$ cat src/rtl/pipe_stage_skid_if.sv
// rtl/pipe_stage_skid_if.sv - handshake/bus bundle for one skid-buffered pipeline stage
interface pipe_stage_skid_if #(
    parameter int N  = 32,
    parameter int CW = 16
);
    logic [N-1:0]  In;
    logic          InValid;
    logic          InReady;
    logic          Flush;
    logic [N-1:0]  Out;
    logic          OutValid;
    logic          OutReady;
    logic [1:0]    Occupancy;
    logic [CW-1:0] StallCount;

    modport master (
        output In, InValid, Flush, OutReady,
        input  InReady, Out, OutValid, Occupancy, StallCount
    );

    modport slave (
        input  In, InValid, Flush, OutReady,
        output InReady, Out, OutValid, Occupancy, StallCount
    );
endinterface

$ cat src/rtl/pipe_stage_skid.sv
// rtl/pipe_stage_skid.sv - pipeline register stage with 2-entry skid buffer, flush and stall counter
module pipe_stage_skid #(
    parameter int           N      = 32,
    parameter logic [N-1:0] BUBBLE = '0,
    parameter int           CW     = 16
) (
    input  logic             Clk,
    input  logic             Reset,
    pipe_stage_skid_if.slave bus
);
    // Encoding equals the number of held items, so it doubles as Occupancy.
    localparam logic [1:0] ST_EMPTY = 2'd0;
    localparam logic [1:0] ST_ONE   = 2'd1;
    localparam logic [1:0] ST_FULL  = 2'd2;

    logic [1:0]    state, state_d;
    logic [N-1:0]  main_q, main_d;
    logic [N-1:0]  skid_q, skid_d;
    logic          in_ready_q;
    logic          out_valid_q;
    logic [CW-1:0] stall_q;
    logic          accept;
    logic          drain;

    assign accept = bus.InValid & in_ready_q;
    assign drain  = out_valid_q & bus.OutReady;

    always_comb begin
        state_d = state;
        main_d  = main_q;
        skid_d  = skid_q;
        if (bus.Flush) begin
            state_d = ST_EMPTY;
            main_d  = BUBBLE;
            skid_d  = BUBBLE;
        end else begin
            case (state)
                ST_EMPTY: begin
                    if (accept) begin
                        main_d  = bus.In;
                        state_d = ST_ONE;
                    end
                end
                ST_ONE: begin
                    if (accept && drain) begin
                        main_d = bus.In;
                    end else if (accept) begin
                        skid_d  = bus.In;
                        state_d = ST_FULL;
                    end else if (drain) begin
                        main_d  = BUBBLE;
                        state_d = ST_EMPTY;
                    end
                end
                ST_FULL: begin
                    if (drain) begin
                        main_d  = skid_q;
                        skid_d  = BUBBLE;
                        state_d = ST_ONE;
                    end
                end
                default: begin
                    state_d = ST_EMPTY;
                    main_d  = BUBBLE;
                    skid_d  = BUBBLE;
                end
            endcase
        end
    end

    // Handshake flags are registered from the next state so InReady never sees OutReady combinationally.
    always_ff @(posedge Clk or posedge Reset) begin
        if (Reset) begin
            state       <= ST_EMPTY;
            main_q      <= BUBBLE;
            skid_q      <= BUBBLE;
            in_ready_q  <= 1'b1;
            out_valid_q <= 1'b0;
        end else begin
            state       <= state_d;
            main_q      <= main_d;
            skid_q      <= skid_d;
            in_ready_q  <= (state_d != ST_FULL);
            out_valid_q <= (state_d != ST_EMPTY);
        end
    end

    always_ff @(posedge Clk or posedge Reset) begin
        if (Reset) begin
            stall_q <= '0;
        end else if (out_valid_q && !bus.OutReady && (stall_q != {CW{1'b1}})) begin
            stall_q <= stall_q + {{(CW-1){1'b0}}, 1'b1};
        end
    end

    assign bus.Out        = main_q;
    assign bus.OutValid   = out_valid_q;
    assign bus.InReady    = in_ready_q;
    assign bus.Occupancy  = state;
    assign bus.StallCount = stall_q;
endmodule

$ cat src/flat_wrapper.sv
// flat-port wrapper written by rule: the top's interface ports become plain ports
module pipe_stage_skid_flat 
#(
    parameter int           N      = 32,
    parameter logic [N-1:0] BUBBLE = '0,
    parameter int           CW     = 16
)
  (Clk, Reset, bus_In, bus_InValid, bus_Flush, bus_OutReady, bus_InReady, bus_Out, bus_OutValid, bus_Occupancy, bus_StallCount);
  pipe_stage_skid_if #(.N(N), .CW(CW)) bus_i ();
  input  logic Clk;
  input  logic Reset;
  input wire logic [$bits(bus_i.In)-1:0] bus_In;
  input wire logic [$bits(bus_i.InValid)-1:0] bus_InValid;
  input wire logic [$bits(bus_i.Flush)-1:0] bus_Flush;
  input wire logic [$bits(bus_i.OutReady)-1:0] bus_OutReady;
  output wire logic [$bits(bus_i.InReady)-1:0] bus_InReady;
  output wire logic [$bits(bus_i.Out)-1:0] bus_Out;
  output wire logic [$bits(bus_i.OutValid)-1:0] bus_OutValid;
  output wire logic [$bits(bus_i.Occupancy)-1:0] bus_Occupancy;
  output wire logic [$bits(bus_i.StallCount)-1:0] bus_StallCount;
  assign bus_i.In = bus_In;
  assign bus_i.InValid = bus_InValid;
  assign bus_i.Flush = bus_Flush;
  assign bus_i.OutReady = bus_OutReady;
  assign bus_InReady = bus_i.InReady;
  assign bus_Out = bus_i.Out;
  assign bus_OutValid = bus_i.OutValid;
  assign bus_Occupancy = bus_i.Occupancy;
  assign bus_StallCount = bus_i.StallCount;
  pipe_stage_skid #(.N(N), .BUBBLE(BUBBLE), .CW(CW)) u_core (.Clk(Clk), .Reset(Reset), .bus(bus_i));
endmodule
$ cat config.mk
export PLATFORM = sky130hd
export DESIGN_NAME = pipe_stage_skid_flat
export DESIGN_NICKNAME = d
export VERILOG_FILES = /design/src/rtl/pipe_stage_skid_if.sv /design/src/rtl/pipe_stage_skid.sv /design/src/flat_wrapper.sv
export SDC_FILE = /design/constraint.sdc
export NUM_CORES = 1
export LEC_CHECK = 0
export BUFFER_PORTS_ARGS = -buffer_cell sky130_fd_sc_hd__buf_2
export CAP_MARGIN = 20
export CORE_MARGIN = 8
export CORE_UTILIZATION = 58
export DETAILED_ROUTE_END_ITERATION = 10
export PLACE_DENSITY = 0.94
export REMOVE_ABC_BUFFERS = 1
export SYNTH_ARGS = -nofsm -noshare
export SYNTH_HDL_FRONTEND = slang
export SYNTH_SLANG_ARGS = --single-unit
$ cat constraint.sdc
create_clock -name Clk -period 7.8 [get_ports Clk]
set_clock_uncertainty 0.1 [all_clocks]
set_input_delay 0.78 -clock Clk [delete_from_list [all_inputs] [get_ports Clk]]
set_output_delay 0.78 -clock Clk [all_outputs]
set_load 0.005 [all_outputs]
# Word-level counts from Yosys, hierarchy flattened
# Index checks and enable logic that the tools add are counted.
dict set report op_classes {
  add_sub_neg 1
  n_eq_ne 11
  n_mux 17
  bitwise 2
  n_reduce_logical 8
}
# operator n
set ops {}
lappend ops {{$mux 32} 8}
lappend ops {{$pmux 32 s3} 2}
lappend ops {{$add 16x1->16 const B} 1}
lappend ops {{$ne 16x16->1 const B} 1}
lappend ops {{$mux 2} 6}
lappend ops {{$ne 3x2->1 const B} 3}
lappend ops {{$reduce_and 4->1} 2}
lappend ops {{$pmux 2 s3} 1}
lappend ops {{$ne 2x2->1 const B} 2}
lappend ops {{$ne 4x2->1 const B} 1}
lappend ops {{$ne 4x4->1 const B} 1}
lappend ops {{$logic_and 1x1->1} 3}
lappend ops {{$ne 3x3->1 const B} 1}
lappend ops {{$and 1x1->1} 2}
lappend ops {{$eq 2x1->1 const B} 1}
lappend ops {{$eq 2x2->1 const B} 1}
lappend ops {{$logic_not 2->1} 1}
lappend ops {{$reduce_bool 2->1} 1}
lappend ops {{$logic_not 1->1} 1}
dict set report totals {
  regBits 84
  in_bits 37
  elab_cells 45
}

# Logic depth before layout (Yosys ltp)
# Gate-level depths: netlist of run 1.
dict set report logic_depth {
  word_depth 7
  mapped_depth 6
  depth_no_buf 5
}

# Worst setup path before layout of run 1
# No wires, ideal clock.
dict set report synth_timing {
  kind {input port to flip-flop}
  from {input port bus_OutReady}
  to {register u_core.stall_q[15] (netlist: u_core.bus.StallCount[15])}
  setup_ns 0.128
  arrival_time_ns 1.942
  t_required_ns 7.572
  setup_slack_ns 5.630
  path_stages 4
  cell_sequence {and4b_1 or4b_4 nor2_1 mux2_1}
}
dict set report synth_via {
  elab_chain_len 3
}
# element line
set synth_lines {}
lappend synth_lines {{from (decl)} flat_wrapper.sv:15} ;# input wire logic [$bits(bus_i.OutReady)-1:0] bus_OutReady;
lappend synth_lines {{$logic_not 1->1} pipe_stage_skid.sv:91} ;# end else if (out_valid_q && !bus.OutReady && (stall_q != {CW{1'b1}})) begin
lappend synth_lines {{$logic_and 1x1->1 (2 in series)} pipe_stage_skid.sv:91}
lappend synth_lines {{to (signal assigned)} pipe_stage_skid.sv:92} ;# stall_q <= stall_q + {{(CW-1){1'b0}}, 1'b1};
lappend synth_lines {{to (decl)} pipe_stage_skid.sv:21} ;# logic [CW-1:0] stall_q;
# Every way passes these cells.
# A chain may end at the register's enable or synchronous reset.

# Worst setup path in the final report of run 1
dict set report layout_timing {
  from {input port bus_OutReady}
  to {register u_core.skid_q[4]}
}
dict set report layout_via {
  elab_chain_len 4
  word_cells_on_any_way 5
}
# element line
set layout_lines {}
lappend layout_lines {{$and 1x1->1 (*)} pipe_stage_skid.sv:26} ;# assign drain = out_valid_q & bus.OutReady;
lappend layout_lines {{$logic_and 1x1->1} pipe_stage_skid.sv:45} ;# if (accept && drain) begin
lappend layout_lines {{$ne 3x3->1 (no source line)} --}
lappend layout_lines {{$reduce_and 4->1 (no source line) (*)} --}
lappend layout_lines {{to (signal assigned)} pipe_stage_skid.sv:82} ;# skid_q <= skid_d;
lappend layout_lines {{to (decl)} pipe_stage_skid.sv:18} ;# logic [N-1:0] skid_q, skid_d;
# Mark *: on every way between the ends. The rest lies on a longest branch, timed or not.

==> reports/results.tsv, run 1 <==
stage	metric	value	unit
detailed_routing	vias	3059	
clock_tree	postCtsSetupBuffers	0	
timing	min_period	2.186	ns
cells_and_area	syn2layout_area_growth	21.13	%
timing	rsz0062_at_grt	no	
setup_path	worst_setup_path_startpoint	bus_OutReady	
setup_path	critical_path_class	in2reg	
clock_tree	cts.sinks	84	
floorplan	floorplan.initialDensity	0.6017	
placed_design	buffer_ports.inserted	88	
setup_path	cp_startpoint_kind	input pin	
placed_design	dpl.hpwl	6320	µm
floorplan	floorplan.die_area	9486	µm²
clock_tree	clk-insertion-delay-late	0.35	ns
detailed_routing	initialDrtViolationCount	144	
floorplan	die_h	97.40	µm
logic_synthesis	syn-cell-area	3842	µm²
logic_synthesis	sequential_share_of_the_synthesized_area	0.5474	
timing	maxSlewHeadroom	0.5125	
logic_synthesis	synth-seq-cells	84	
timing	worst_slew_pin_slew	0.7293	ns
timing	finalHoldViolCount	0	
grt	grt_ovf	0	
worst_hold_path	hp-class	reg2reg	
setup_path	timing.critical_path.cells	buf_2 > nand2_1 > a31oi_1 > o21bai_4 > buf_16 > mux2i_1	
clock_tree	root_buffer	sky130_fd_sc_hd__clkbuf_8	
timing	final-setup-viol-count	0	
grt	grt_antenna_before_repair	0	
placed_design	rd_place_congestion	0.8184	
logic_synthesis	synth_area_per_cell	10.95	µm²
clock_tree	cts-root-to-sink-buffers	2	
clock_tree	cts.clk_slew.worst_paths	0.09	ns
logic_synthesis	synth_cell_types	41	
status	result_of_the_run	finished clean	
timing	drv_slew	0	
power	leakagePower	2.356	nW
setup_path	crit-reg2reg-launch	u_core.bus.OutValid	
floorplan	die_x	97.40	µm
clock_tree	cts_resized	0	
logic_synthesis	most_instantiated_flip_flop_cell_in_the_synthesis_netlist	sky130_fd_sc_hd__dfrtp_1	
clock_tree	cts-buffers-inserted	9	
grt	grt_start_max_net_pins	85	
setup_path	cp.arrival	2.36	ns
detailed_routing	routed_vias_inst	5.905	
setup_path	timing.critical_path.slowest_stage_cell	sky130_fd_sc_hd__o21bai_4	
floorplan	num_rows	29	
logic_synthesis	postSynthCellCount	351	
cells_and_area	insertedDiodeCount	0	
logic_synthesis	netlist.top_cell.by_area	sky130_fd_sc_hd__dfrtp_1	
clock_tree	cts-htree-levels	3	
detailed_routing	wire_per_inst	17.89	µm
detailed_routing	totalWireLength	9265	µm
job	timing.max_cap.violations	0	
worst_hold_path	critical_hold_path_startpoint	u_core.bus.Out[20]	
timing	finalCritPeriodShare	0.2802	
cells_and_area	fin_nets	474	
grt	gr-usage-all-layers	0.1938	
timing	max_clock_freq	457.5	MHz
setup_path	cp_data_required_time	7.97	ns
clock_tree	tritoncts	yes	
floorplan	fp.coreArea	6386	µm²
logic_synthesis	post-synth-top-count-cell	sky130_fd_sc_hd__dfrtp_1	
setup_path	max_stage_delay	0.63	ns
detailed_routing	firstDrtPassIters	5	
grt	wire_length_of_the_first_global_routing_pass	15530	µm
floorplan	ioPinCount	89	
grt	vias_in_the_first_global_route	3235	
timing	finalSetupTns	0	ns
logic_synthesis	yosys.area.top_type_share	0.5405	
clock_tree	cts_hold_buffers	0	
detailed_routing	drc	0	
logic_synthesis	synth_area_leaders	sky130_fd_sc_hd__dfrtp_1 54%, sky130_fd_sc_hd__mux2i_1 8.3%, sky130_fd_sc_hd__o2bb2ai_1 7.3%, sky130_fd_sc_hd__a22oi_1 6.3%, sky130_fd_sc_hd__nand2_1 3.8%	
power	worst_ir_drop_vdd	179.7	µV
setup_path	cpLargestDelayFamily	compound AO/OA/AOI/OAI gates	
setup_path	crit_end_category	flip-flop	
logic_synthesis	synth_warnings	0	
cells_and_area	post-route-util	0.7288	
cells_and_area	layout-drive-gt1-share	0.2812	
logic_synthesis	synthTopCellsByCount	83 x sky130_fd_sc_hd__dfrtp_1, 39 x sky130_fd_sc_hd__nand2_1, 35 x sky130_fd_sc_hd__inv_1	
logic_synthesis	post_synth_edffs	0	
logic_synthesis	synthArstFlopShare	1.000	
detailed_routing	antenna_viol_nets_final	0	
setup_path	crit_fanout	17	
setup_path	critical_path.n_buffers_inverters	2	
power	power_density	226.0	nW/µm²
placed cells by master (no fill, tap or decap), types with 5 or more instances in the layout:
master and instances:
sky130_fd_sc_hd__buf_2 88, sky130_fd_sc_hd__dfrtp_1 83, sky130_fd_sc_hd__nand2_1 39, sky130_fd_sc_hd__inv_1 34, sky130_fd_sc_hd__mux2i_1 32, sky130_fd_sc_hd__a22oi_1 32, sky130_fd_sc_hd__o2bb2ai_1 32, sky130_fd_sc_hd__nor2_1 10
sky130_fd_sc_hd__clkbuf_8 9, sky130_fd_sc_hd__xnor2_1 7, sky130_fd_sc_hd__nand4_1 6, sky130_fd_sc_hd__nand3_1 6, sky130_fd_sc_hd__xor2_1 6, sky130_fd_sc_hd__buf_4 5
flip-flops by register name, summed over array words and instances, names as in the netlist:
signal and flops:
u_core.bus.InReady 1, u_core.bus.Occupancy 2, u_core.bus.Out 32, u_core.bus.OutValid 1
u_core.bus.StallCount 16, u_core.skid_q 32
path summary, 6_finish.rpt:
path	endpoint	slack, ns	cells after the start
max	u_core.skid_q[4]	5.61	6
min	u_core.bus.Out[20]	0.39	1
max reg2reg	u_core.skid_q[4]	5.67	5
min reg2reg	u_core.bus.Out[20]	0.39	1
max in group asynchronous	u_core.bus.Out[21]	6.60	4
min in group asynchronous	u_core.bus.StallCount[12]	0.40	3
cell families after synthesis:
kind of cell / share of synthesized area
flops: 0.5474
simple gates: 0.1068
compound gates: 0.1635
buf+inv: 0.06024
mux: 0.08922
xor+xnor: 0.02963
fa+ha+maj: 0.003256
worst reg2reg max path: cells and delay by family (launching register included):
kind            cells  cell delay (ns)
compound gates      2             0.80
flops               1             0.48
buf+inv             1             0.24
mux                 1             0.22
simple gates        1             0.21
layer usage:
metal,part of all wire,vias up,global-route usage
met5,0,-,0
met4,0.0094,0,0.06061
met3,0.071,12,0.06046
met2,0.50,121,0.3264
met1,0.42,1515,0.2298
li1,-,1411,-
per-stage QoR:
step | instance area (µm²) | instances | hold WS, ns | setup WS (ns) | power, mW
after floorplan | 3742 | 329 | 0.3794 | 4.113 | 0.6154
after global placement | 4342 | 499 | 0.3679 | 5.174 | 0.6876
after detailed placement | 4397 | 501 | 0.3681 | 5.236 | 0.7045
after CTS | 4627 | 517 | 0.3945 | 5.600 | 1.058
after global routing | 4654 | 518 | 0.4177 | 5.525 | 1.104
final | 4654 | 518 | 0.3922 | 5.614 | 1.052
final cells by class:
| class | count | area (µm²) |
|---|---|---|
| Clock buffer | 9 | 123.9 |
| Multi-Input combinational cell | 210 | 1531 |
| Inverter | 35 | 132.6 |
| Timing Repair Buffer | 96 | 560.5 |
| Fill cell | 441 | 1732 |
| Sequential cell | 84 | 2103 |
| Tap cell | 77 | 96.34 |
| Clock inverter | 7 | 106.4 |
where the power goes:
part | internal, mW | switching (mW) | total [mW] | leakage, nW
Combinational | 0.0815 | 0.103 | 0.184 | 1.10
Sequential | 0.474 | 0.0377 | 0.512 | 1.14
Clock | 0.187 | 0.169 | 0.355 | 0.117
Total | 0.743 | 0.309 | 1.05 | 2.36
No activity file was read; power rests on OpenSTA's default activity.
==> run 2: changes to the inputs <==
Settings changed: CORE_UTILIZATION 58 to 54, PLACE_DENSITY 0.94 to 0.89.
Clock period 7.8 ns to 2.1 ns, I/O delays scaled along.
==> run 2 against run 1 <==
Net effect:
- non-clock buffer count is 13 higher
- flip-flop and latch count stayed put
- count of clock-buffer cells in the layout is 2 higher
- worst setup slack worse by 5.4 ns
- hold slack worse by 0.37 ns
==> reports/results.tsv, run 2 (synthesis results as in run 1) <==
stage	metric	value	unit	change
cells_and_area	fin_nets	487		was 474
job	timing.max_cap.violations	0		unchanged
placed_design	post_dp_cell_area	4453	µm²	was 4397 µm²
status	result_of_the_run	finished clean		unchanged
clock_tree	cts-root-to-sink-buffers	2		unchanged
timing	finalHoldViolCount	0		unchanged
clock_tree	cts-htree-levels	3		unchanged
setup_path	timing.critical_path.slowest_stage_cell	sky130_fd_sc_hd__or4b_4		was sky130_fd_sc_hd__o21bai_4
detailed_routing	vias	3031		was 3059
placed_design	dpl.hpwl	6663	µm	was 6320 µm
floorplan	die_h	100.4	µm	was 97.40 µm
placed_design	rd_place_congestion	0.8809		was 0.8184
clock_tree	clk-insertion-delay-late	0.34	ns	was 0.35 ns
cells_and_area	syn2layout_area_growth	21.52	%	was 21.13%
floorplan	ioPinCount	89		unchanged
detailed_routing	wire_per_inst	17.02	µm	was 17.89 µm
worst_hold_path	min_to	u_core.skid_q[28]		was u_core.bus.Out[20]
grt	grt_start_max_net_pins	42		was 85
power	power_density	763.7	nW/µm²	was 226.0 nW/µm²
setup_path	cp.arrival	2.00	ns	was 2.36 ns
timing	maxSlewHeadroom	0.5213		was 0.5125
detailed_routing	antenna_viol_nets_final	0		unchanged
power	worst_ir_drop_vdd	455.9	µV	was 179.7 µV
floorplan	floorplan.initialDensity	0.5625		was 0.6017
grt	grt_ovf	0		unchanged
detailed_routing	routed_vias_inst	5.531		was 5.905
detailed_routing	drc	0		unchanged
floorplan	num_rows	30		was 29
worst_hold_path	hp-class	in2reg		was reg2reg
timing	fin_hold_ws	0.01976	ns	was 0.3922 ns
grt	wire_length_of_the_first_global_routing_pass	15050	µm	was 15530 µm
clock_tree	cts.sinks	84		unchanged
timing	final-setup-viol-count	0		unchanged
clock_tree	postCtsSetupBuffers	0		unchanged
cells_and_area	most_common_cell_after_layout_fill_and_taps_aside	sky130_fd_sc_hd__buf_2		unchanged
cells_and_area	mostFrequentLayoutCells	88 x sky130_fd_sc_hd__buf_2, 83 x sky130_fd_sc_hd__dfrtp_1, 39 x sky130_fd_sc_hd__nand2_1, 34 x sky130_fd_sc_hd__inv_1		unchanged
worst_hold_path	holdPathStages	3		was 1
worst_hold_path	critical_hold_path_startpoint	bus_In[28]		was u_core.bus.Out[20]
setup_path	worst_reg2reg_setup_slack	0.23	ns	was 5.67 ns
setup_path	reg2reg_depth	4		was 5
floorplan	fp.coreArea	6832	µm²	was 6386 µm²
setup_path	cpLargestDelayFamily	simple AND/OR/NAND/NOR gates		was compound AO/OA/AOI/OAI gates
timing	worst_slew_pin_slew	0.7172	ns	was 0.7293 ns
grt	gr-usage-all-layers	0.1861		was 0.1938
floorplan	floorplan.die_area	10070	µm²	was 9486 µm²
detailed_routing	initialDrtViolationCount	187		was 144
cells_and_area	finish.instance_area	4669	µm²	was 4654 µm²
setup_path	timing.critical_path.cells	nand4_2 > or4b_4 > nor2_1 > mux2_1		was buf_2 > nand2_1 > a31oi_1 > o21bai_4 > buf_16 > mux2i_1
timing	max_clock_freq	533.6	MHz	
clock_tree	tritoncts	yes		unchanged
setup_path	cp_startpoint_kind	flip-flop		was input pin
timing	min_period	1.874	ns	
setup_path	regToRegEndpoint	u_core.bus.StallCount[15]		was u_core.skid_q[4]
setup_path	crit_end_category	flip-flop		unchanged
setup_path	max_stage_delay	0.57	ns	was 0.63 ns
grt	vias_in_the_first_global_route	3119		was 3235
setup_path	critical_path.n_buffers_inverters	0		was 2
grt	grt_antenna_before_repair	0		unchanged
timing	rsz0062_at_grt	no		unchanged
power	leakagePower	2.366	nW	was 2.356 nW
clock_tree	root_buffer	sky130_fd_sc_hd__clkbuf_8		unchanged
cells_and_area	insertedDiodeCount	0		unchanged
clock_tree	cts.clk_slew.worst_paths	0.08	ns	was 0.09 ns
detailed_routing	firstDrtPassIters	5		unchanged
clock_tree	cts-buffers-inserted	9		unchanged
setup_path	critical_path_class	reg2reg		was in2reg
setup_path	cp_data_required_time	2.22	ns	was 7.97 ns
timing	finalCritPeriodShare	0.8925		
placed_design	buffer_ports.inserted	88		unchanged
setup_path	crit-reg2reg-launch	u_core.bus.StallCount[3]		was u_core.bus.OutValid
detailed_routing	totalWireLength	9327	µm	was 9265 µm
cells_and_area	layout-drive-gt1-share	0.2832		was 0.2812
clock_tree	cts_resized	0		unchanged
cells_and_area	filler_cell_count	538		was 441
floorplan	die_x	100.4	µm	was 97.40 µm
setup_path	crit_fanout	5		was 17
timing	drv_slew	0		unchanged
## run 2: cell count changes in the layout (fill, tap and decap cells not counted), sizes merged
cell,previous run,this run
inv,38,34
bufinv,2,0
clkinv,2,4
clkbuf,9,11
dlygate4sd3,0,6
buf,96,103
## run 2: repair_timing
| item | 4_1_cts | 5_1_grt |
|---|---|---|
| hold endpoints to repair | 43 | 0 |
| hold buffers | 6 | 0 |
| endpoints found under the setup margin | 0 | 0 |
## run 2: worst reg2reg max path: stages (launching register included)
cell and delay [ns]:
sky130_fd_sc_hd__dfrtp_1 0.44, sky130_fd_sc_hd__nand4_2 0.19, sky130_fd_sc_hd__or4b_4 0.57, sky130_fd_sc_hd__nor2_1 0.12
sky130_fd_sc_hd__mux2_1 0.33
## run 2: how the worst max path moves through the flow
stage	from	to	slack (ns)	depth (start not counted)
after floorplan	u_core.bus.OutValid	u_core.skid_q[0]	-1.27	4
after global placement	bus_OutReady	u_core.bus.StallCount[15]	0.27	5
after detailed placement	u_core.bus.StallCount[3]	u_core.bus.StallCount[15]	0.25	4
after CTS	u_core.bus.StallCount[3]	u_core.bus.StallCount[15]	0.23	4
after global routing	u_core.bus.StallCount[0]	u_core.bus.StallCount[15]	0.15	4
final	u_core.bus.StallCount[3]	u_core.bus.StallCount[15]	0.23	4
## run 2: report_power, final
group / switching [mW] / leakage, nW / internal, mW / total, mW
clock network: 0.529 / 0.0848 / 0.444 / 0.973
logic: 0.388 / 1.14 / 0.313 / 0.702
registers: 0.129 / 1.14 / 1.76 / 1.89
total: 1.05 / 2.37 / 2.52 / 3.57
## run 2: metal layers
metal / GRT usage / share of wire
met1: 0.2429 / 0.46
met2: 0.2846 / 0.47
met3: 0.05675 / 0.064
met4: 0.06628 / 0.0098
met5: 0 / 0
## run 2: through the flow
step                        util  TNS (ns)  worst slack (ns)  std cells  total power [mW]
after global placement    0.6518         0            0.2746        528             2.584
after floorplan                -    -80.08            -1.275        329             2.286
after detailed placement  0.6518         0            0.2457        528             2.621
after CTS                 0.6835         0            0.2333        548             3.599
after global routing      0.6835         0            0.1472        548             3.750
final                     0.6835         0            0.2258        548             3.566
## run 2: layout make-up
cell class / count / area, µm² / area share
clock buffer: 11 / 141.4 / 0.03028
clock inverter: 3 / 15.01 / 0.003215
inverter: 35 / 132.6 / 0.02840
multi-input combinational: 210 / 1531 / 0.3280
sequential: 84 / 2103 / 0.4504
tap: 96 / 120.1 / 0.02572
timing repair buffer: 109 / 625.6 / 0.1340
==> run 3: changes to the inputs <==
Settings changed: ABC_AREA set to 1, CORE_UTILIZATION 54 to 55.
==> run 3 against run 2 <==
Net effect:
- routed wire length is 20% higher
- synthesized area grew 9.3%
- hold slack improved by 0.0052 ns
- global-route usage up 2.9 points
- worst setup slack worse by 0.11 ns
- cell count rose by 34%
- critical path depth rose by 4
- critical path type unchanged
- critical endpoint is now u_core.skid_q[30]
==> reports/results.tsv, run 3 <==
stage	metric	value	unit	change
status	result_of_the_run	finished clean		unchanged
logic_synthesis	synth_cell_types	29		was 41
logic_synthesis	synth-seq-cells	84		unchanged
cells_and_area	syn2layout_area_growth	20.29	%	was 21.52%
setup_path	cp_data_required_time	2.27	ns	was 2.22 ns
setup_path	reg2reg_depth	8		was 4
floorplan	die_x	103.4	µm	was 100.4 µm
power	switching_share	0.3321		was 0.2933
detailed_routing	wire_per_inst	15.23	µm	was 17.02 µm
setup_path	worst_reg2reg_setup_slack	0.11	ns	was 0.23 ns
cells_and_area	insertedDiodeCount	0		unchanged
setup_path	timing.critical_path.cells	inv_2 > nand2_1 > buf_4 > nor2_1 > nor2_4 > buf_6 > nand4_1 > o21ai_1		was nand4_2 > or4b_4 > nor2_1 > mux2_1
clock_tree	clk-insertion-delay-late	0.35	ns	was 0.34 ns
power	p_sw	1.540	mW	was 1.046 mW
grt	wire_length_of_the_first_global_routing_pass	18180	µm	was 15050 µm
floorplan	num_rows	32		was 30
logic_synthesis	yosys.area.top_type_share	0.4946		was 0.5405
cells_and_area	most_common_cell_after_layout_fill_and_taps_aside	sky130_fd_sc_hd__nand2_1		was sky130_fd_sc_hd__buf_2
power	power.share.clock	0.311		was 0.273
clock_tree	cts.clk_slew.worst_paths	0.10	ns	was 0.08 ns
power	p_seq_frac	0.429		was 0.530
floorplan	ioPinCount	89		unchanged
setup_path	cp_startpoint_kind	flip-flop		unchanged
grt	grt_antenna_before_repair	0		unchanged
power	leakagePower	2.635	nW	was 2.366 nW
detailed_routing	antenna_viol_nets_final	0		unchanged
worst_hold_path	hp-class	in2reg		unchanged
timing	max_clock_freq	503.0	MHz	was 533.6 MHz
placed_design	post_dp_cell_area	4767	µm²	was 4453 µm²
detailed_routing	totalWireLength	11180	µm	was 9327 µm
placed_design	rd_place_congestion	0.8817		was 0.8809
cells_and_area	fin_nets	665		was 487
logic_synthesis	sequential_share_of_the_synthesized_area	0.5009		was 0.5474
placed_design	dpl.hpwl	7440	µm	was 6663 µm
setup_path	timing.critical_path.slowest_stage_cell	sky130_fd_sc_hd__dfrtp_1		was sky130_fd_sc_hd__or4b_4
grt	grt_ovf	0		unchanged
detailed_routing	routed_vias_inst	5.458		was 5.531
floorplan	fp.coreArea	7567	µm²	was 6832 µm²
grt	gr-usage-all-layers	0.2149		was 0.1861
setup_path	max_stage_delay	0.48	ns	was 0.57 ns
floorplan	floorplan.die_area	10690	µm²	was 10070 µm²
floorplan	floorplan.initialDensity	0.5549		was 0.5625
grt	vias_in_the_first_global_route	4038		was 3119
floorplan	die_h	103.4	µm	was 100.4 µm
detailed_routing	drc	0		unchanged
power	power_density	917.9	nW/µm²	was 763.7 nW/µm²
clock_tree	cts-buffers-inserted	9		unchanged
logic_synthesis	synth_warnings	0		unchanged
timing	maxSlewHeadroom	0.5454		was 0.5213
logic_synthesis	netlist.top_cell.by_area	sky130_fd_sc_hd__dfrtp_1		unchanged
clock_tree	cts.sinks	84		unchanged
logic_synthesis	postSynthCellCount	536		was 351
logic_synthesis	post_synth_edffs	0		unchanged
detailed_routing	initialDrtViolationCount	299		was 187
logic_synthesis	synthTopCellsByCount	184 x sky130_fd_sc_hd__nand2_1, 83 x sky130_fd_sc_hd__dfrtp_1, 49 x sky130_fd_sc_hd__inv_1, 38 x sky130_fd_sc_hd__nand3_1, 37 x sky130_fd_sc_hd__nand4_1		was 83 x sky130_fd_sc_hd__dfrtp_1, 39 x sky130_fd_sc_hd__nand2_1, 35 x sky130_fd_sc_hd__inv_1
logic_synthesis	most_instantiated_flip_flop_cell_in_the_synthesis_netlist	sky130_fd_sc_hd__dfrtp_1		unchanged
setup_path	critical_path.n_buffers_inverters	3		was 0
logic_synthesis	post-synth-top-count-cell	sky130_fd_sc_hd__nand2_1		was sky130_fd_sc_hd__dfrtp_1
clock_tree	cts-htree-levels	3		unchanged
worst_hold_path	min_to	u_core.skid_q[6]		was u_core.skid_q[28]
clock_tree	cts-root-to-sink-buffers	2		unchanged
logic_synthesis	synth_area_per_cell	7.834	µm²	was 10.95 µm²
detailed_routing	firstDrtPassIters	5		unchanged
timing	finalHoldViolCount	0		unchanged
job	timing.max_cap.violations	0		unchanged
cells_and_area	layout-drive-gt1-share	0.2231		was 0.2832
timing	min_period	1.988	ns	was 1.874 ns
setup_path	regToRegEndpoint	u_core.skid_q[30]		was u_core.bus.StallCount[15]
power	total_power	4.637	mW	was 3.566 mW
logic_synthesis	syn-cell-area	4199	µm²	was 3842 µm²
timing	final-setup-viol-count	0		unchanged
detailed_routing	vias	4006		was 3031
setup_path	crit_fanout	33		was 5
grt	grt_start_max_net_pins	39		was 42
setup_path	critical_path_class	reg2reg		unchanged
clock_tree	tritoncts	yes		unchanged
setup_path	cpLargestDelayFamily	buffers and inverters		was simple AND/OR/NAND/NOR gates
cells_and_area	finish.instance_area	5051	µm²	was 4669 µm²
cells_and_area	mostFrequentLayoutCells	184 x sky130_fd_sc_hd__nand2_1, 88 x sky130_fd_sc_hd__buf_2, 83 x sky130_fd_sc_hd__dfrtp_1, 48 x sky130_fd_sc_hd__inv_1, 38 x sky130_fd_sc_hd__nand3_1		was 88 x sky130_fd_sc_hd__buf_2, 83 x sky130_fd_sc_hd__dfrtp_1, 39 x sky130_fd_sc_hd__nand2_1, 34 x sky130_fd_sc_hd__inv_1
worst_hold_path	critical_hold_path_startpoint	bus_In[6]		was bus_In[28]
setup_path	cp.arrival	2.16	ns	was 2.00 ns
timing	finalCritPeriodShare	0.9467		was 0.8925
power	worst_ir_drop_vdd	553.2	µV	was 455.9 µV
clock_tree	root_buffer	sky130_fd_sc_hd__clkbuf_8		unchanged
logic_synthesis	synth_area_leaders	sky130_fd_sc_hd__dfrtp_1 49%, sky130_fd_sc_hd__nand2_1 16%, sky130_fd_sc_hd__nand4_1 5.5%, sky130_fd_sc_hd__nand3_1 4.5%, sky130_fd_sc_hd__inv_1 4.4%		was sky130_fd_sc_hd__dfrtp_1 54%, sky130_fd_sc_hd__mux2i_1 8.3%, sky130_fd_sc_hd__o2bb2ai_1 7.3%, sky130_fd_sc_hd__a22oi_1 6.3%, sky130_fd_sc_hd__nand2_1 3.8%
power	cell_internal_pwr	3.097	mW	was 2.520 mW
timing	rsz0062_at_grt	no		unchanged
timing	drv_slew	0		unchanged
setup_path	crit_end_category	flip-flop		unchanged
setup_path	crit-reg2reg-launch	u_core.bus.Occupancy[0]		was u_core.bus.StallCount[3]
logic_synthesis	synthArstFlopShare	1.000		unchanged
power	comb_power_share	0.260		was 0.197
cells_and_area	filler_cell_count	637		was 538
timing	worst_slew_pin_slew	0.6818	ns	was 0.7172 ns
placed_design	buffer_ports.inserted	88		unchanged
worst_hold_path	holdPathStages	3		unchanged
[run 3: worst max-delay path by stage]
stage,from,endpoint,slack (ns),cells past startpoint
after floorplan,u_core.bus.Occupancy[1],u_core.skid_q[0],-0.59,6
after global placement,u_core.bus.Occupancy[1],u_core.bus.Out[3],-0.001,9
after detailed placement,u_core.bus.Occupancy[1],u_core.bus.Out[1],-0.11,9
after CTS,u_core.bus.Occupancy[0],u_core.skid_q[30],0.03,8
after global routing,u_core.bus.Occupancy[1],u_core.bus.Out[15],0.005,9
final,u_core.bus.Occupancy[0],u_core.skid_q[30],0.11,8
[run 3: kinds of logic after synthesis]
group / share of synthesized area
simple gates: 0.3018
flops: 0.5009
buf+inv: 0.08999
compound gates: 0.08969
xor+xnor: 0.01460
fa+ha+maj: 0.002979
[run 3: final cells by class]
cell class	instances	area (µm²)	area share
timing repair buffer	108	621.8	0.1231
tap	102	127.6	0.02527
clock inverter	7	127.6	0.02527
sequential	84	2103	0.4164
inverter	54	206.4	0.04087
multi-input combinational	370	1740	0.3446
clock buffer	9	123.9	0.02452
[run 3: layer usage]
metal	up-vias	share of wire	GRT usage
met2	185	0.50	0.3605
met5	-	0	0
met1	1893	0.40	0.2586
met4	0	0.0082	0.08899
met3	12	0.093	0.05154
li1	1916	-	-
[run 3: power groups by stage]
stage               clock, mW  sequential (mW)  combinational, mW
floorplan                   0             2.02              0.635
global placement            0             2.00               1.13
detailed placement          0             2.02               1.17
CTS                      1.46             1.99               1.18
global route             1.54             2.02               1.35
finish                   1.44             1.99               1.21
[run 3: what timing repair did]
action	in CTS	in global routing
hold endpoints to repair	35	0
hold buffers	1	0
gates resized for setup	1	3
setup endpoints to repair	7	32
buffers inserted	0	0
cloned	0	1
pin swaps	0	1
[run 3: through the flow]
| stage | worst slack [ns] | hold slack, ns | cells | util | setup TNS (ns) |
|---|---|---|---|---|---|
| final | 0.1120 | 0.02498 | 734 | 0.6675 | 0 |
| after global routing | 0.005204 | 0.01326 | 734 | 0.6675 | 0 |
| after CTS | 0.02509 | 0.01299 | 733 | 0.6652 | 0 |
| after detailed placement | -0.1094 | 0.2253 | 716 | 0.6300 | -0.7096 |
| after global placement | -0.001365 | 0.2160 | 716 | 0.6300 | -0.004008 |
| after floorplan | -0.5871 | 0.2754 | 507 | - | -66.54 |
[run 3: worst min-delay path, delay by kind of cell]
kind	cells	cell delay [ns]
compound gates	1	0.06
buf+inv	1	0.11
simple gates	1	0.08
